[src/rtl/alu_pkg.sv]
// Shared ALU types: result flags, per-beat control carried down the pipe,
// and signed max/min pattern helpers.
package alu_pkg;

    typedef struct packed {
        logic zero;
        logic overflow;
        logic negative;
    } flags_t;

    // 'signed' is a keyword, hence is_signed.
    typedef struct packed {
        logic sub;
        logic is_signed;
        logic sat;
    } ctrl_t;

    localparam int ALU_MAX_W = 64;

    // 011...1 in the low w bits.
    function automatic logic [ALU_MAX_W-1:0] signed_max(input int w);
        return {ALU_MAX_W{1'b1}} >> (ALU_MAX_W - w + 1);
    endfunction

    // 100...0 in the low w bits.
    function automatic logic [ALU_MAX_W-1:0] signed_min(input int w);
        return {{(ALU_MAX_W-1){1'b0}}, 1'b1} << (w - 1);
    endfunction

endpackage

[src/rtl/add_sub_stage.sv]
// One CHUNK-bit slice of the carry-pipelined adder: adds a, b and cin,
// registering the sum chunk and carry-out when the pipe advances.
module add_sub_stage #(
    parameter int CHUNK = 8
) (
    input  logic             clk,
    input  logic             rst_n,
    input  logic             en,
    input  logic [CHUNK-1:0] a,
    input  logic [CHUNK-1:0] b,
    input  logic             cin,
    output logic [CHUNK-1:0] sum_q,
    output logic             cout_q
);

    logic [CHUNK:0] total;

    assign total = {1'b0, a} + {1'b0, b} + {{CHUNK{1'b0}}, cin};

    always_ff @(posedge clk or negedge rst_n) begin
        if (!rst_n) begin
            sum_q  <= '0;
            cout_q <= 1'b0;
        end else if (en) begin
            {cout_q, sum_q} <= total;
        end
    end

endmodule

[src/rtl/add_sub_pipe.sv]
// Pipelined WIDTH-bit adder/subtractor, CHUNK bits of carry per stage, with
// zero/overflow/negative flags. Define ADDSUB_SATURATE_EN to enable clamping.
module add_sub_pipe
    import alu_pkg::*;
#(
    parameter int WIDTH = 32,
    parameter int CHUNK = 8
) (
    input  logic             clk,
    input  logic             rst_n,
    input  logic             in_valid,
    output logic             in_ready,
    input  logic [WIDTH-1:0] in_a,
    input  logic [WIDTH-1:0] in_b,
    input  logic             in_sub,
    input  logic             in_signed,
    input  logic             in_sat,
    output logic             out_valid,
    input  logic             out_ready,
    output logic [WIDTH-1:0] out_s,
    output logic             out_zero,
    output logic             out_overflow,
    output logic             out_negative
);

    localparam int STAGES = WIDTH / CHUNK;
    localparam int LAST   = STAGES - 1;

    // Handshake: a beat moves on a cycle where valid & ready are both high.
    // The whole pipe (bubbles included) shifts whenever the output slot is
    // empty or being consumed, so in_ready is exactly that advance condition.
    logic adv;

    logic             v_in    [STAGES];
    ctrl_t            ctrl_in [STAGES];
    logic [WIDTH-1:0] a_in    [STAGES];
    logic [WIDTH-1:0] b_in    [STAGES];
    logic [WIDTH-1:0] lo_in   [STAGES];
    logic             cin     [STAGES];

    logic             v_q     [STAGES];
    ctrl_t            ctrl_q  [STAGES];
    logic [WIDTH-1:0] a_q     [STAGES];
    logic [WIDTH-1:0] b_q     [STAGES];
    logic [WIDTH-1:0] lo_q    [STAGES];
    logic [CHUNK-1:0] sum_q   [STAGES];
    logic             cout_q  [STAGES];

    assign adv      = ~v_q[LAST] | out_ready;
    assign in_ready = adv;

    // Stage inputs: b is pre-inverted for subtraction, with carry-in = sub.
    // lo_in collects the already-resolved low chunks of the same beat.
    always_comb begin
        v_in[0]          = in_valid & adv;
        ctrl_in[0].sub       = in_sub;
        ctrl_in[0].is_signed = in_signed;
        ctrl_in[0].sat       = in_sat;
        a_in[0]          = in_a;
        b_in[0]          = in_b ^ {WIDTH{in_sub}};
        lo_in[0]         = '0;
        cin[0]           = in_sub;
        for (int k = 1; k < STAGES; k++) begin
            v_in[k]    = v_q[k-1];
            ctrl_in[k] = ctrl_q[k-1];
            a_in[k]    = a_q[k-1];
            b_in[k]    = b_q[k-1];
            cin[k]     = cout_q[k-1];
            lo_in[k]   = lo_q[k-1];
            lo_in[k][(k-1)*CHUNK +: CHUNK] = sum_q[k-1];
        end
    end

    always_ff @(posedge clk or negedge rst_n) begin
        if (!rst_n) begin
            for (int k = 0; k < STAGES; k++) begin
                v_q[k]    <= 1'b0;
                ctrl_q[k] <= '0;
                a_q[k]    <= '0;
                b_q[k]    <= '0;
                lo_q[k]   <= '0;
            end
        end else if (adv) begin
            for (int k = 0; k < STAGES; k++) begin
                v_q[k]    <= v_in[k];
                ctrl_q[k] <= ctrl_in[k];
                a_q[k]    <= a_in[k];
                b_q[k]    <= b_in[k];
                lo_q[k]   <= lo_in[k];
            end
        end
    end

    for (genvar g = 0; g < STAGES; g++) begin : g_stage
        add_sub_stage #(.CHUNK(CHUNK)) u_stage (
            .clk    (clk),
            .rst_n  (rst_n),
            .en     (adv),
            .a      (a_in[g][g*CHUNK +: CHUNK]),
            .b      (b_in[g][g*CHUNK +: CHUNK]),
            .cin    (cin[g]),
            .sum_q  (sum_q[g]),
            .cout_q (cout_q[g])
        );
    end

    // Final stage: assemble the wrapped sum and derive flags from it.
    logic [WIDTH-1:0] s_wrap;
    logic             a_msb, b_msb, s_msb, carry;
    ctrl_t            ctrl_l;
    flags_t           fl;

    always_comb begin
        s_wrap = lo_q[LAST];
        s_wrap[LAST*CHUNK +: CHUNK] = sum_q[LAST];
        ctrl_l = ctrl_q[LAST];
        carry  = cout_q[LAST];
        a_msb  = a_q[LAST][WIDTH-1];
        b_msb  = b_q[LAST][WIDTH-1] ^ ctrl_l.sub;
        s_msb  = s_wrap[WIDTH-1];
        fl     = '0;
        case ({ctrl_l.is_signed, ctrl_l.sub})
            2'b10: begin
                fl.overflow = (a_msb == b_msb) & (s_msb != a_msb);
                fl.negative = (a_msb != b_msb) ? s_msb : a_msb;
            end
            2'b11: begin
                fl.overflow = (a_msb != b_msb) & (s_msb != a_msb);
                fl.negative = (a_msb == b_msb) ? s_msb : a_msb;
            end
            2'b00: begin
                fl.overflow = carry;
                fl.negative = 1'b0;
            end
            default: begin
                fl.overflow = ~carry;
                fl.negative = ~carry;
            end
        endcase
        fl.zero = (s_wrap == '0) & ~fl.overflow;
    end

    assign out_valid    = v_q[LAST];
    assign out_zero     = v_q[LAST] & fl.zero;
    assign out_overflow = v_q[LAST] & fl.overflow;
    assign out_negative = v_q[LAST] & fl.negative;

`ifdef ADDSUB_SATURATE_EN
    localparam logic [ALU_MAX_W-1:0] SMAX_FULL = signed_max(WIDTH);
    localparam logic [ALU_MAX_W-1:0] SMIN_FULL = signed_min(WIDTH);
    localparam logic [WIDTH-1:0]     S_MAX     = SMAX_FULL[WIDTH-1:0];
    localparam logic [WIDTH-1:0]     S_MIN     = SMIN_FULL[WIDTH-1:0];

    logic [WIDTH-1:0] sat_val;

    always_comb begin
        if (ctrl_l.is_signed) sat_val = fl.negative ? S_MIN : S_MAX;
        else                  sat_val = ctrl_l.sub ? '0 : '1;
        out_s = (ctrl_l.sat & fl.overflow) ? sat_val : s_wrap;
    end
`else
    assign out_s = s_wrap;
`endif

endmodule

[config.mk]
export PLATFORM = sky130hd
export DESIGN_NAME = add_sub_pipe
export DESIGN_NICKNAME = d
export VERILOG_FILES = /design/src/rtl/alu_pkg.sv /design/src/rtl/add_sub_stage.sv /design/src/rtl/add_sub_pipe.sv
export SDC_FILE = /design/constraint.sdc
export NUM_CORES = 1
export LEC_CHECK = 0
export CAP_MARGIN = 30
export CORE_UTILIZATION = 61
export DETAILED_ROUTE_END_ITERATION = 8
export PLACE_DENSITY = 0.86
export SETUP_SLACK_MARGIN = 0.2
export SLEW_MARGIN = 20
export SYNTH_ARGS = -nofsm -noshare
export SYNTH_HDL_FRONTEND = slang
export SYNTH_SLANG_ARGS = --single-unit
[constraint.sdc]
create_clock -name clk -period 6.3 [get_ports clk]
set_clock_uncertainty 0.1 [all_clocks]
set_input_delay 1.26 -clock clk [delete_from_list [all_inputs] [get_ports clk]]
set_output_delay 1.26 -clock clk [all_outputs]
set_load 0.01 [all_outputs]
==> results.json <==
{
  "vias": 6986,
  "number_of_drc_violations_after_detailed_routing_iteration_0": 575,
  "rsz0062_at_grt": "false",
  "drv_cap": 0,
  "worstPathBufferInverterCount": 3,
  "layout_min_cycle_time_ns": 4.25,
  "io_pins": 108,
  "setup_viol_count_final": 0,
  "clk_pin_slew_worst_paths_ns": 0.06,
  "synth.avg_cell_area_sq_um": 9.13,
  "timing.final.hold_violations": 0,
  "timing.final.crit_share_pct": 67.5,
  "n_antenna_cell": 0,
  "core_area_sq_um": 14600,
  "synth_seq_area_share_pct": 53.1,
  "cts_hold_buffers": 0,
  "fp.dieW_microns": 124,
  "drt-pass1-iter-count": 5,
  "nNetsFinal": 1188,
  "cts_resized": 0,
  "worstPathArrival_ns": 2.89,
  "worst_min_delay_path_class": "flop to flop",
  "path_common_cell": "sky130_fd_sc_hd__clkdlybuf4s50_1",
  "port_buffers": 106,
  "timing.critical_path.slowest_stage_cell": "sky130_fd_sc_hd__clkdlybuf4s50_1",
  "grt_antenna_before_repair": 0,
  "synth_nets": 1107,
  "critical_path.startpoint_type": "input pin",
  "worst_setup_ep_type": "primary output",
  "fill_cells": 1047,
  "tritoncts_clock_tree": "built",
  "critPathMaxStageDelay_ns": 0.65,
  "topRoutingLayerUsed": "met4",
  "cts_max_level": 4,
  "postSynthCellCount": 1001,
  "route.detailed.drc": 0,
  "primary_flip_flop_cell_chosen_by_synthesis_mapping": "sky130_fd_sc_hd__dfrtp_1",
  "layout_setup_ws_ns": 2.05,
  "library_cells_used_by_synthesis": 49,
  "cts.sinks": 194,
  "static_leakage_nw": 5.18,
  "synth_async_reset_ratio_pct": 100,
  "critical_path.cell_chain": "clkdlybuf4s50_1 -> nor2b_4 -> inv_4 -> clkdlybuf4s50_1",
  "route.detailed.vias_per_inst": 5.46,
  "worstPathMaxFanout": 56,
  "grt_first_pass_wirelength_mm": 31.0,
  "result_of_the_run": "finished, final reports clean",
  "initial_cell_density_of_the_core_pct": 62.6,
  "ys_seq_elements": 194,
  "cts_buffers": 17,
  "cts_root_buf": "sky130_fd_sc_hd__clkbuf_16",
  "setup-tns-final_ns": 0,
  "timing.hold.worst.start": "lo_in[34]",
  "drtAntennaViolNets": 0,
  "clk-insertion-delay-late_ns": 0.43,
  "wire_length_on_met3_microns": 674,
  "chipHeight_microns": 124,
  "worst_ep_required_time_ns": 4.94,
  "setup.worst_path.class": "input pin to primary output",
  "preCtsSetupSlack_ns": 2.04,
  "timing.critical_path.max_delay_family": "buffers and inverters",
  "area_delta_synth_final_pct": 18.4,
  "post_route_cells_drive_above_1_share_pct": 4.11,
  "wl_met2_mm": 8.48,
  "placed_cell_area_sq_um": 10200,
  "gr-total-overflow": 0,
  "drt_wl_total_mm": 17.9,
  "fmaxAchievable_mhz": 235,
  "cts_setup_buffers": 0,
  "post_synth_instance_area_sq_um": 9140,
  "floorplan.rows": 44,
  "power_per_cell_area_nw_per_um2": 492,
  "wire_per_inst_microns": 14.0,
  "timing.hold.ws_ns": 0.368,
  "first_global_vias": 6604,
  "grt_start_max_net_pins": 245,
  "p_total_mw": 5.33,
  "die_area_sq_um": 15500,
  "routabilityCongestion": 0.799,
  "number_of_enable_flip_flop_cells_after_synthesis": 0,
  "place_hpwl_mm": 11.6,
  "yosysWarningCount": 0,
  "groute.usage.overall_pct": 24.8,
  "slew-limit-headroom_pct": 37.1,
  "final_cell_area_sq_um": 10800,
  "max-vdd-ir-drop_v": 0.000251,
  "crit_path_start": "out_ready",
  "pins_over_their_slew_limit": 0,
  "wl_met1_mm": 8.36,
  "worstReg2RegStart": "a_in[24]",
  "cts_max_path_buffers": 2,
  "tightestPinTransition_ns": 0.944
}
[worst min-delay path, stage by stage, from the launching register on]
cell and delay [ns]:
sky130_fd_sc_hd__dfrtp_1 0.34, sky130_fd_sc_hd__nand2_1 0.05, sky130_fd_sc_hd__nand2_1 0.05
[worst paths after layout]
check,to,slack (ns),cells after the start
worst max-delay path,in_ready,2.05,4
worst min-delay path,lo_in[34],0.37,2
worst max register to register,g_stage[3].u_stage.cout_q,3.75,6
worst min register to register,lo_in[34],0.37,2
max in group asynchronous,g_stage[1].u_stage.sum_q[4],4.31,3
min in group asynchronous,a_in[77],0.74,1
[stage by stage]
stage	util (%)	instances
4_1_cts	73.8	1277
6_report	74.2	1279
3_3_place_gp	70.0	1245
3_5_place_dp	70.0	1245
5_1_grt	74.2	1279
2_1_floorplan	-	1001
[per-layer routing]
layer | GRT usage, % | up-vias
li1 | - | 3451
met1 | 35.2 | 3341
met2 | 38.5 | 164
met3 | 4.98 | 30
met4 | 7.73 | 0
met5 | 0 | -
[area by class of cell]
| cell class | count | area (sq um) | area share (%) |
|---|---|---|---|
| flip-flops and latches | 194 | 4850 | 44.9 |
| multi-input cells | 744 | 3980 | 36.7 |
| repair buffers | 113 | 1160 | 10.7 |
| clock buffers | 20 | 447 | 4.13 |
| well taps | 184 | 230 | 2.13 |
| clock inverters | 12 | 108 | 0.994 |
| inverters | 12 | 47.5 | 0.439 |
[report_power, final]
| part | internal, mW | total (mW) | switching, mW | leakage [nW] |
|---|---|---|---|---|
| clock | 0.557 | 1.02 | 0.459 | 0.267 |
| combinational | 0.977 | 2.14 | 1.16 | 2.58 |
| sequential | 1.80 | 2.17 | 0.370 | 2.34 |
[registers in the layout (all words and copies together) (netlist names)]
register                cells
out_valid                   1
g_stage.u_stage.cout_q      4
ctrl_l                      2
ctrl_in                     6
b_in                       48
out_s                      24
g_stage.u_stage.sum_q      32
a_in                       48
v_in                        3
a_msb                       1
b_q                         1
lo_in                      24
[kinds of logic (layout without fill, tap and decap cells)]
| logic type | count (synthesis) | count (layout) | synth area share, % |
|---|---|---|---|
| and+or+nand+nor | 535 | 535 | 24.6 |
| buffers and inverters | 63 | 157 | 3.33 |
| muxes | 5 | 5 | 0.589 |
| adders and majority gates | 35 | 35 | 5.37 |
| AOI/OAI and AO/OA | 131 | 131 | 9.34 |
| DFF | 194 | 194 | 53.1 |
| xor gates and xnor gates | 38 | 38 | 3.64 |
[cell usage in the layout (no fill, tap or decap), types with 3 or more instances in the layout]
| cell | count |
|---|---|
| sky130_fd_sc_hd__nand2_1 | 442 |
| sky130_fd_sc_hd__dfrtp_1 | 194 |
| sky130_fd_sc_hd__clkdlybuf4s50_1 | 104 |
| sky130_fd_sc_hd__o21ai_0 | 48 |
| sky130_fd_sc_hd__ha_1 | 28 |
| sky130_fd_sc_hd__xnor2_1 | 26 |
| sky130_fd_sc_hd__nor3b_1 | 21 |
| sky130_fd_sc_hd__a21oi_1 | 17 |
| sky130_fd_sc_hd__clkbuf_16 | 17 |
| sky130_fd_sc_hd__nor2_1 | 16 |
| sky130_fd_sc_hd__a211oi_1 | 16 |
| sky130_fd_sc_hd__xor2_1 | 12 |
| sky130_fd_sc_hd__inv_1 | 11 |
| sky130_fd_sc_hd__nor4_1 | 9 |
| sky130_fd_sc_hd__o21a_1 | 9 |
| sky130_fd_sc_hd__nor3_1 | 8 |
| sky130_fd_sc_hd__a21o_1 | 8 |
| sky130_fd_sc_hd__or3_1 | 7 |
| sky130_fd_sc_hd__nand3_1 | 7 |
| sky130_fd_sc_hd__o31ai_1 | 7 |
| sky130_fd_sc_hd__fa_1 | 7 |
| sky130_fd_sc_hd__nor4b_1 | 6 |
| sky130_fd_sc_hd__o31a_1 | 5 |
| sky130_fd_sc_hd__nand3b_1 | 4 |
| sky130_fd_sc_hd__nor2b_1 | 4 |
| sky130_fd_sc_hd__o21bai_1 | 4 |
| sky130_fd_sc_hd__mux2i_1 | 4 |
| sky130_fd_sc_hd__a211o_1 | 4 |
| sky130_fd_sc_hd__clkinv_2 | 4 |
| sky130_fd_sc_hd__buf_4 | 4 |
| sky130_fd_sc_hd__nand2b_1 | 3 |
| sky130_fd_sc_hd__clkinvlp_4 | 3 |
| sky130_fd_sc_hd__inv_6 | 3 |
[cells in the mapped netlist, types with 3 or more instances]
cell type | count | area share [%]
sky130_fd_sc_hd__a211o_1 | 4 | 0.38
sky130_fd_sc_hd__a211oi_1 | 16 | 1.3
sky130_fd_sc_hd__a21o_1 | 8 | 0.66
sky130_fd_sc_hd__a21oi_1 | 17 | 0.93
sky130_fd_sc_hd__buf_2 | 33 | 1.8
sky130_fd_sc_hd__buf_4 | 3 | 0.25
sky130_fd_sc_hd__clkbuf_1 | 13 | 0.53
sky130_fd_sc_hd__dfrtp_1 | 194 | 53
sky130_fd_sc_hd__fa_1 | 7 | 1.5
sky130_fd_sc_hd__ha_1 | 28 | 3.8
sky130_fd_sc_hd__inv_1 | 11 | 0.45
sky130_fd_sc_hd__mux2i_1 | 4 | 0.44
sky130_fd_sc_hd__nand2_1 | 442 | 18
sky130_fd_sc_hd__nand2b_1 | 3 | 0.21
sky130_fd_sc_hd__nand3_1 | 7 | 0.38
sky130_fd_sc_hd__nand3b_1 | 4 | 0.33
sky130_fd_sc_hd__nor2_1 | 16 | 0.66
sky130_fd_sc_hd__nor2b_1 | 4 | 0.27
sky130_fd_sc_hd__nor3_1 | 8 | 0.44
sky130_fd_sc_hd__nor3b_1 | 21 | 1.7
sky130_fd_sc_hd__nor4_1 | 9 | 0.62
sky130_fd_sc_hd__nor4b_1 | 6 | 0.58
sky130_fd_sc_hd__o21a_1 | 9 | 0.74
sky130_fd_sc_hd__o21ai_0 | 48 | 2.6
sky130_fd_sc_hd__o21bai_1 | 4 | 0.33
sky130_fd_sc_hd__o31a_1 | 5 | 0.48
sky130_fd_sc_hd__o31ai_1 | 7 | 0.58
sky130_fd_sc_hd__or3_1 | 7 | 0.48
sky130_fd_sc_hd__xnor2_1 | 26 | 2.5
sky130_fd_sc_hd__xor2_1 | 12 | 1.2
Power figures use the tool's default switching activity.
